===== config.mk =====
export PLATFORM = sky130hd
export DESIGN_NAME = apb_master_bridge
export DESIGN_NICKNAME = d
export VERILOG_FILES = /design/src/rtl/apb_pkg.sv /design/src/rtl/apb_cmd_fifo.sv /design/src/rtl/apb_master_bridge.sv
export SDC_FILE = /design/constraint.sdc
export NUM_CORES = 1
export LEC_CHECK = 0
export CAP_MARGIN = 30
export CORE_ASPECT_RATIO = 0.75
export CORE_MARGIN = 2
export CORE_UTILIZATION = 58
export CTS_CLUSTER_SIZE = 20
export DETAILED_ROUTE_END_ITERATION = 10
export GPL_TIMING_DRIVEN = 0
export HOLD_SLACK_MARGIN = 0.03
export PLACE_DENSITY = 0.92
export RECOVER_POWER = 25
export SYNTH_ARGS = -nofsm -noshare
export SYNTH_HDL_FRONTEND = slang
export SYNTH_HIERARCHICAL = 1
export SYNTH_SLANG_ARGS = --single-unit

===== constraint.sdc =====
create_clock -name clk -period 7.3 [get_ports clk]
set_input_delay 1.46 -clock clk [delete_from_list [all_inputs] [get_ports clk]]
set_output_delay 1.46 -clock clk [all_outputs]
set_load 0.005 [all_outputs]

===== src/rtl/apb_pkg.sv =====
// Shared encodings for the APB master bridge: FSM states, target selects and
// the bit layout of a queued command word {wr, sel, addr, wdata}.
package apb_pkg;

    typedef enum logic [1:0] {
        ST_IDLE   = 2'd0,
        ST_SETUP  = 2'd1,
        ST_ACCESS = 2'd2
    } apb_state_e;

    localparam int SEL_W = 2;
    localparam logic [SEL_W-1:0] PSEL_NONE = 2'b00;
    localparam logic [SEL_W-1:0] PSEL_GPIO = 2'b01;
    localparam logic [SEL_W-1:0] PSEL_UART = 2'b10;

    // Command word packs wdata at bit 0, then addr, then sel, then wr on top.
    function automatic int cmd_addr_lsb(input int data_w);
        return data_w;
    endfunction

    function automatic int cmd_sel_lsb(input int addr_w, input int data_w);
        return addr_w + data_w;
    endfunction

    function automatic int cmd_wr_bit(input int addr_w, input int data_w);
        return addr_w + data_w + SEL_W;
    endfunction

    function automatic logic sel_valid(input logic [SEL_W-1:0] s);
        return (s == PSEL_GPIO) || (s == PSEL_UART);
    endfunction

endpackage


===== src/rtl/apb_cmd_fifo.sv =====
// Synchronous command FIFO; full/empty come from a registered occupancy count,
// so a pop in the same cycle never lets a full FIFO accept.
module apb_cmd_fifo #(
    parameter int WIDTH = 67,
    parameter int DEPTH = 4
) (
    input  logic             clk,
    input  logic             rst,
    input  logic             push,
    input  logic [WIDTH-1:0] wdata,
    input  logic             pop,
    output logic [WIDTH-1:0] rdata,
    output logic             full,
    output logic             empty
);
    localparam int AW = $clog2(DEPTH);

    logic [WIDTH-1:0] mem [DEPTH];
    logic [AW-1:0]    wptr, rptr;
    logic [AW:0]      count;
    logic             push_ok, pop_ok;

    assign full    = (count == (AW+1)'(DEPTH));
    assign empty   = (count == '0);
    assign rdata   = mem[rptr];
    assign push_ok = push && !full;
    assign pop_ok  = pop && !empty;

    always_ff @(posedge clk) begin
        if (push_ok) mem[wptr] <= wdata;
    end

    always_ff @(posedge clk) begin
        if (rst) begin
            wptr  <= '0;
            rptr  <= '0;
            count <= '0;
        end else begin
            if (push_ok) wptr <= wptr + AW'(1);
            if (pop_ok)  rptr <= rptr + AW'(1);
            case ({push_ok, pop_ok})
                2'b10:   count <= count + (AW+1)'(1);
                2'b01:   count <= count - (AW+1)'(1);
                default: count <= count;
            endcase
        end
    end

endmodule


===== src/rtl/apb_master_bridge.sv =====
// APB initiator: queues processor commands and runs each as a SETUP/ACCESS
// transfer, returning a one-cycle response with read data and error status.
module apb_master_bridge
    import apb_pkg::*;
#(
    parameter int ADDR_W    = 32,
    parameter int DATA_W    = 32,
    parameter int CMD_DEPTH = 4,
    parameter int TIMEOUT   = 255
) (
    input  logic              clk,
    input  logic              rst,
    input  logic              cmd_valid,
    output logic              cmd_ready,
    input  logic              cmd_wr,
    input  logic [1:0]        cmd_sel,
    input  logic [ADDR_W-1:0] cmd_addr,
    input  logic [DATA_W-1:0] cmd_wdata,
    output logic              rsp_valid,
    output logic [DATA_W-1:0] rsp_rdata,
    output logic              rsp_err,
    output logic              busy,
    output logic [ADDR_W-1:0] pAdd,
    output logic [DATA_W-1:0] pwData,
    output logic [1:0]        psel,
    output logic              pen,
    output logic              pwr,
    input  logic [DATA_W-1:0] prdata,
    input  logic              pready,
    input  logic              perr
);
    localparam int CMD_W  = 1 + SEL_W + ADDR_W + DATA_W;
    localparam int A_LSB  = cmd_addr_lsb(DATA_W);
    localparam int S_LSB  = cmd_sel_lsb(ADDR_W, DATA_W);
    localparam int WR_BIT = cmd_wr_bit(ADDR_W, DATA_W);
    localparam int TW     = $clog2(TIMEOUT + 1);

    apb_state_e        state, state_nxt;
    logic [CMD_W-1:0]  head;
    logic              fifo_full, fifo_empty, pop;
    logic              load, bus_idle, finish, inv_rsp, fin_err;
    logic [DATA_W-1:0] fin_rdata;
    logic [TW-1:0]     tcnt;

    apb_cmd_fifo #(.WIDTH(CMD_W), .DEPTH(CMD_DEPTH)) u_fifo (
        .clk   (clk),
        .rst   (rst),
        .push  (cmd_valid),
        .wdata ({cmd_wr, cmd_sel, cmd_addr, cmd_wdata}),
        .pop   (pop),
        .rdata (head),
        .full  (fifo_full),
        .empty (fifo_empty)
    );

    assign cmd_ready = !fifo_full;
    assign busy      = (state != ST_IDLE) || !fifo_empty;

    always_comb begin
        state_nxt = state;
        pop       = 1'b0;
        load      = 1'b0;
        bus_idle  = 1'b0;
        finish    = 1'b0;
        inv_rsp   = 1'b0;
        fin_err   = 1'b0;
        fin_rdata = '0;
        case (state)
            ST_IDLE: begin
                if (!fifo_empty) begin
                    pop = 1'b1;
                    if (sel_valid(head[S_LSB +: SEL_W])) begin
                        load      = 1'b1;
                        state_nxt = ST_SETUP;
                    end else begin
                        inv_rsp = 1'b1;
                    end
                end
            end
            ST_SETUP: state_nxt = ST_ACCESS;
            ST_ACCESS: begin
                // pready wins over the timeout on the last allowed cycle
                if (pready || tcnt == TW'(TIMEOUT - 1)) begin
                    finish    = 1'b1;
                    fin_err   = pready ? perr : 1'b1;
                    fin_rdata = (pready && !perr && !pwr) ? prdata : '0;
                    // an invalid head is left for IDLE so its response gets its own cycle
                    if (!fifo_empty && sel_valid(head[S_LSB +: SEL_W])) begin
                        pop       = 1'b1;
                        load      = 1'b1;
                        state_nxt = ST_SETUP;
                    end else begin
                        bus_idle  = 1'b1;
                        state_nxt = ST_IDLE;
                    end
                end
            end
            default: state_nxt = ST_IDLE;
        endcase
    end

    always_ff @(posedge clk) begin
        if (rst) begin
            state     <= ST_IDLE;
            tcnt      <= '0;
            rsp_valid <= 1'b0;
            rsp_err   <= 1'b0;
            rsp_rdata <= '0;
            pAdd      <= '0;
            pwData    <= '0;
            psel      <= PSEL_NONE;
            pen       <= 1'b0;
            pwr       <= 1'b0;
        end else begin
            state     <= state_nxt;
            rsp_valid <= finish || inv_rsp;
            rsp_err   <= finish ? fin_err : inv_rsp;
            rsp_rdata <= fin_rdata;
            if (load) begin
                psel   <= head[S_LSB +: SEL_W];
                pAdd   <= head[A_LSB +: ADDR_W];
                pwr    <= head[WR_BIT];
                pwData <= head[WR_BIT] ? head[DATA_W-1:0] : '0;
                pen    <= 1'b0;
            end else if (bus_idle) begin
                psel <= PSEL_NONE;
                pen  <= 1'b0;
                pwr  <= 1'b0;
            end else if (state == ST_SETUP) begin
                pen <= 1'b1;
            end
            if (state == ST_SETUP) tcnt <= '0;
            else if (state == ST_ACCESS && tcnt != TW'(TIMEOUT)) tcnt <= tcnt + TW'(1);
        end
    end

endmodule

# ---- Yosys cells after proc, flatten, opt, wreduce, memory -nomap -nowiden
# Memory sizes are Yosys's and may differ from the RTL's. A register that Yosys moved wholly into a read port is not among the register bits.
# Cells that the tools add are included.
dict set report totals {
  reg_bits 119
  ram_bits 268
  in_bits 104
  out_inout_bits 104
  word_cells 91
  mem_count 1
}
# name depth word_bits rd rd_ports_with_merged_regs write_ports line_no
set memory_table {}
lappend memory_table {u_fifo.mem 4 67 1 1 1 apb_cmd_fifo.sv:18} ;# logic [WIDTH-1:0] mem [DEPTH];
dict set report op_classes {
  add_sub_neg 5
  eq_ne 12
  muxes 34
  n_bitwise 3
  n_reduce_logical 23
}
# operator count
set op_table {}
lappend op_table {{two-way mux 32 bit} 1}
lappend op_table {{two-way mux 1 bit} 22}
lappend op_table {{two-way mux 2 bit} 7}
lappend op_table {{adder 8 x 1 -> 8 bit, second input constant} 1}
lappend op_table {{equality test 8 bit, second input constant} 1}
lappend op_table {{inequality test 8 bit, second input constant} 1}
lappend op_table {{equality test 2 x 1 -> 1 bit, second input constant} 3}
lappend op_table {{equality test 2 bit, second input constant} 3}
lappend op_table {{logical AND 1 bit} 6}
lappend op_table {{inequality test 2 bit, second input constant} 3}
lappend op_table {{one-hot mux 2 bit (3 select lines)} 1}
lappend op_table {{one-hot mux 3 bit (2 select lines)} 1}
lappend op_table {{nonzero test 2 bit} 3}
lappend op_table {{adder 2 x 1 -> 2 bit, second input constant} 2}
lappend op_table {{zero test 1 bit} 4}
lappend op_table {{logical OR 1 bit} 4}
lappend op_table {{one-hot mux 1 bit (2 select lines)} 2}
lappend op_table {{OR reduction 4 bit} 1}
lappend op_table {{adder 3 x 1 -> 3 bit, second input constant} 1}
lappend op_table {{equality test 3 bit, second input constant} 1}
lappend op_table {{zero test 3 bit} 1}
lappend op_table {{NOT 1 bit} 3}
lappend op_table {{AND reduction 3 bit} 1}
lappend op_table {{OR reduction 3 bit} 1}
lappend op_table {{other kinds (3)} 3}

# ---- Depth between registers and ports, before layout
dict set report depth {
  depth_word 9
  mapped_depth 15
  depth_no_buf 14
}

# ---- By module
# Netlist, hierarchy kept.
# mod n_inst cells_each area_each_um2 seq_area_each_um2
set by_module_without_submodules {}
lappend by_module_without_submodules {apb_cmd_fifo 1 404 10172.3 8227.9}
lappend by_module_without_submodules {apb_master_bridge 1 451 4180.3 2242.2}

# ---- Least setup slack after synthesis
# OpenSTA, ideal clock, no wires.
dict set report synth_timing {
  path_type {input-to-reg}
  startpoint {input cmd_valid}
  endpoint {memory u_fifo.mem[0][0] (enable)}
  setup_time_ns 0.432
  arrival_time_ns 3.361
  t_required_ns 6.868
  path_slack_ns 3.507
  cell_stages 3
  n_path_buf 0
  cell_sequence {inv_1 nor2_1 and2_1}
}
dict set report synth_via {
  elab_chain_cells 3
}
# element line_no
set synth_rtl {}
lappend synth_rtl {{start: declaration} apb_master_bridge.sv:13} ;# input logic cmd_valid,
lappend synth_rtl {{logical AND 1 bit} apb_cmd_fifo.sv:26} ;# assign push_ok = push && !full;
lappend synth_rtl {{two-way mux 1 bit} apb_cmd_fifo.sv:30} ;# if (push_ok) mem[wptr] <= wdata;
lappend synth_rtl {{two-way mux 1 bit (not written as such)} apb_cmd_fifo.sv:30}
lappend synth_rtl {{end: declaration} apb_cmd_fifo.sv:18}
# Every way passes these cells.

# ---- Worst setup path after layout
dict set report layout_timing {
  startpoint {register u_fifo.count[1]}
  endpoint {output busy}
}
dict set report layout_via {
  elab_chain_cells 3
}
# element line_no
set layout_rtl {}
lappend layout_rtl {{start: declaration} apb_cmd_fifo.sv:20} ;# logic [AW:0] count;
lappend layout_rtl {{start signal: assignment} apb_cmd_fifo.sv:42} ;# 2'b10: count <= count + (AW+1)'(1);
lappend layout_rtl {{start signal: assignment} apb_cmd_fifo.sv:43} ;# 2'b01: count <= count - (AW+1)'(1);
lappend layout_rtl {{start signal: assignment} apb_cmd_fifo.sv:44} ;# default: count <= count;
lappend layout_rtl {{zero test 3 bit} apb_cmd_fifo.sv:24} ;# assign empty = (count == '0);
lappend layout_rtl {{net fifo_empty} apb_master_bridge.sv:40} ;# logic fifo_full, fifo_empty, pop;
lappend layout_rtl {{zero test 1 bit} apb_master_bridge.sv:57} ;# assign busy = (state != ST_IDLE) || !fifo_empty;
lappend layout_rtl {{logical OR 1 bit} apb_master_bridge.sv:57}
lappend layout_rtl {{end: declaration} apb_master_bridge.sv:22} ;# output logic busy,
# The timed path passes the listed nets, and every way through them passes these cells.

==> flow_summary.ini <==
[run_status]
status = finished clean

[synth]
synthesis.area_um2 = 14350
ys_ff_latch = 389
synth_seq_area_share_pct = 72.95
syn_inst = 855
avgSynthCellArea_um2 = 16.79
ys_warn_count = 6
synth_fp_nets = 967
ys_types = 54
synthArstFlopShare_pct = 0
synth_ff_type = edfxtp_1
synth_edf_count = 268

[timing]
tightest_slew_ns = 1.028
setup-violations-final = 0
tns_ns = 0
finalCriticalPeriod_ns = 3.944
maxSlewHeadroom_pct = 30.94
max_freq_ghz = 0.2535
finalCritPeriodShare_pct = 54.03
hold_ws_ns = 0.4749
hold_viol_final = 0
final-max-slew-violation-count = 0
grt_setup_unrepaired = false
fin_skew_ns = 0.02538

[final_layout]
area_growth_pct = 26.65
final_net_count = 1216
mostFrequentLayoutCell = edfxtp_1
layout_common_cells = edfxtp_1 (268), clkdlybuf4s50_1 (156), dfxtp_1 (121)
fill_cells = 1454
drive_above_1_share_pct = 15.37

[clock_network]
hold_buffers = 0
clkTransAtPathRegs_ns = 0.06
numClockSinks = 389
h-tree-depth = 2
cts_tree = yes
cts_root_buf = clkbuf_16
numCtsBuffers = 37
clockBufferDepth = 3
post_cts_resized = 0
insertion_delay_ns = 0.52
cts_setup_buffers = 0

[die]
ios = 208
die_area_um2 = 26030
start_util_pct = 59.42
fp.dieH_um = 140.2
num_rows = 49
core_area_um2 = 24160
die_w_um = 185.6

[setup_path]
rr_worst_depth = 14
worstPathMaxFanout = 7
cp-startpoint = u_fifo/count[1]$_SDFFE_PP0P_
path_class = reg2out
crit_path_start_kind = flop
required_ns = 5.84
end_kind = primary output
worstPathArrival_ns = 2.48

[routing]
wl_per_cell_um = 22.08
drtAntennaViolNets = 0
totalWireLength_um = 32490
drtIter0Drc = 846
vias = 8685
viasPerCell = 5.904
drtPass1Iterations = 5
drcViolationCount = 0

[global_route]
antenna_found_initial = 6
grt_pass1_vias = 8736
grt_pass1_wl_um = 49710
grt_max_degree = 47
grt_overflow = 0
globalRouteTotalUtil_pct = 25.49

[worst_hold_path]
hp-start = pen$_SDFFE_PP0P_
hold_path.class = reg2reg
holdPathStages = 1

[flow_run]
drv_cap = 0

[power]
leakage_nw = 5.964
vdd_drop_max_uv = 326.9
power_density_nw_per_um2 = 326.4
p_total_mw = 5.933

[placement]
port_buffers = 206
hpwl_um = 21400
gp_routability_congestion = 0.7985
## sequential cells by signal, indices dropped and copies added (netlist names), named ones only
| register | flops |
|---|---|
| u_fifo/mem | 268 |
| pAdd | 32 |
| pwData | 32 |
| rsp_rdata | 32 |
| tcnt | 8 |
| u_fifo/count | 3 |
| psel | 2 |
| state | 2 |
| u_fifo/rptr | 2 |
| u_fifo/wptr | 2 |
| pen | 1 |
| pwr | 1 |
| rsp_err | 1 |
| rsp_valid | 1 |
## area by class of cell
cell class | count | area, um^2 | area share (%)
antenna | 8 | 20.02 | 0.1101
clock buffer | 58 | 1097 | 6.037
timing repair buffer | 210 | 2157 | 11.87
clock inverter | 9 | 126.4 | 0.6952
tap | 331 | 414.1 | 2.278
multi-input combinational | 391 | 3441 | 18.93
sequential | 389 | 10470 | 57.60
buffer | 60 | 395.4 | 2.175
inverter | 15 | 56.30 | 0.3097
## cells in the mapped netlist (2+ instances only)
| master | instances | area (um^2) |
|---|---|---|
| a211oi_1 | 5 | 37.54 |
| a21oi_1 | 71 | 355.3 |
| a22o_1 | 3 | 26.28 |
| a31oi_1 | 2 | 12.51 |
| and2_1 | 36 | 225.2 |
| buf_1 | 5 | 18.77 |
| buf_12 | 4 | 80.08 |
| buf_2 | 16 | 80.08 |
| buf_4 | 7 | 52.55 |
| buf_6 | 7 | 78.83 |
| clkbuf_1 | 16 | 60.06 |
| clkbuf_2 | 5 | 25.02 |
| dfxtp_1 | 121 | 2422 |
| edfxtp_1 | 268 | 8048 |
| ha_1 | 7 | 87.58 |
| inv_1 | 15 | 56.30 |
| mux4_2 | 67 | 1509 |
| nand2_1 | 4 | 15.01 |
| nand2b_1 | 2 | 12.51 |
| nand3_1 | 35 | 175.2 |
| nand3b_1 | 2 | 15.01 |
| nand4_1 | 34 | 212.7 |
| nor2_1 | 16 | 60.06 |
| nor2b_1 | 2 | 12.51 |
| nor3_1 | 3 | 15.01 |
| nor3_4 | 2 | 32.53 |
| nor3b_1 | 2 | 15.01 |
| o21a_1 | 2 | 15.01 |
| o21ai_0 | 18 | 90.09 |
| o21ai_1 | 50 | 250.2 |
| or3_1 | 3 | 18.77 |
| xor2_1 | 3 | 26.28 |
## per-stage QoR
| step | setup slack [ns] | std cells | cell area [um^2] | util [%] |
|---|---|---|---|---|
| 6_report | 3.356 | 1471 | 18180 | 75.25 |
| 3_3_place_gp | 1.728 | 1392 | 16830 | 69.67 |
| 2_1_floorplan | 3.507 | 855 | 14350 | - |
| 3_5_place_dp | 3.119 | 1396 | 16930 | 70.10 |
| 5_1_grt | 3.233 | 1466 | 18160 | 75.20 |
| 4_1_cts | 3.336 | 1463 | 18160 | 75.17 |
## logic make-up (layout without fill, tap and decap cells)
kind of cell | count (synthesis) | in the layout | synth area share (%)
flip-flops | 389 | 389 | 72.95
adder cells (fa/ha/maj) | 8 | 8 | 0.7497
other | 0 | 8 | 0
AO/OA/AOI/OAI | 160 | 160 | 5.998
XOR/XNOR | 5 | 5 | 0.3575
AND/OR/NAND/NOR | 149 | 149 | 6.137
multiplexers | 69 | 69 | 10.66
buffers and inverters | 75 | 352 | 3.147
## per-layer routing
| metal | GRT usage, % | part of all wire, % |
|---|---|---|
| met1 | 35.57 | 40 |
| met3 | 5.460 | 9.7 |
| met4 | 6.548 | 1.9 |
| met2 | 41.56 | 49 |
| met5 | 0 | 0 |
## critical path, stage by stage (launching register included)
cell and delay, ns:
dfxtp_1 0.35, nor3_1 0.85, nand2_1 0.23, clkdlybuf4s50_1 0.53
## power breakdown
part           switching, mW  internal, mW
registers              0.120          2.63
clock network          0.768          1.14
logic                  0.654         0.620
## final timing paths
path / endpoint / slack (ns)
max: busy / 3.36
min: pen$_SDFFE_PP0P_ / 0.47
max reg2reg: u_fifo/count[2]$_SDFFE_PP0P_ / 3.47
min reg2reg: pen$_SDFFE_PP0P_ / 0.47
Power figures use the tool's default switching activity.
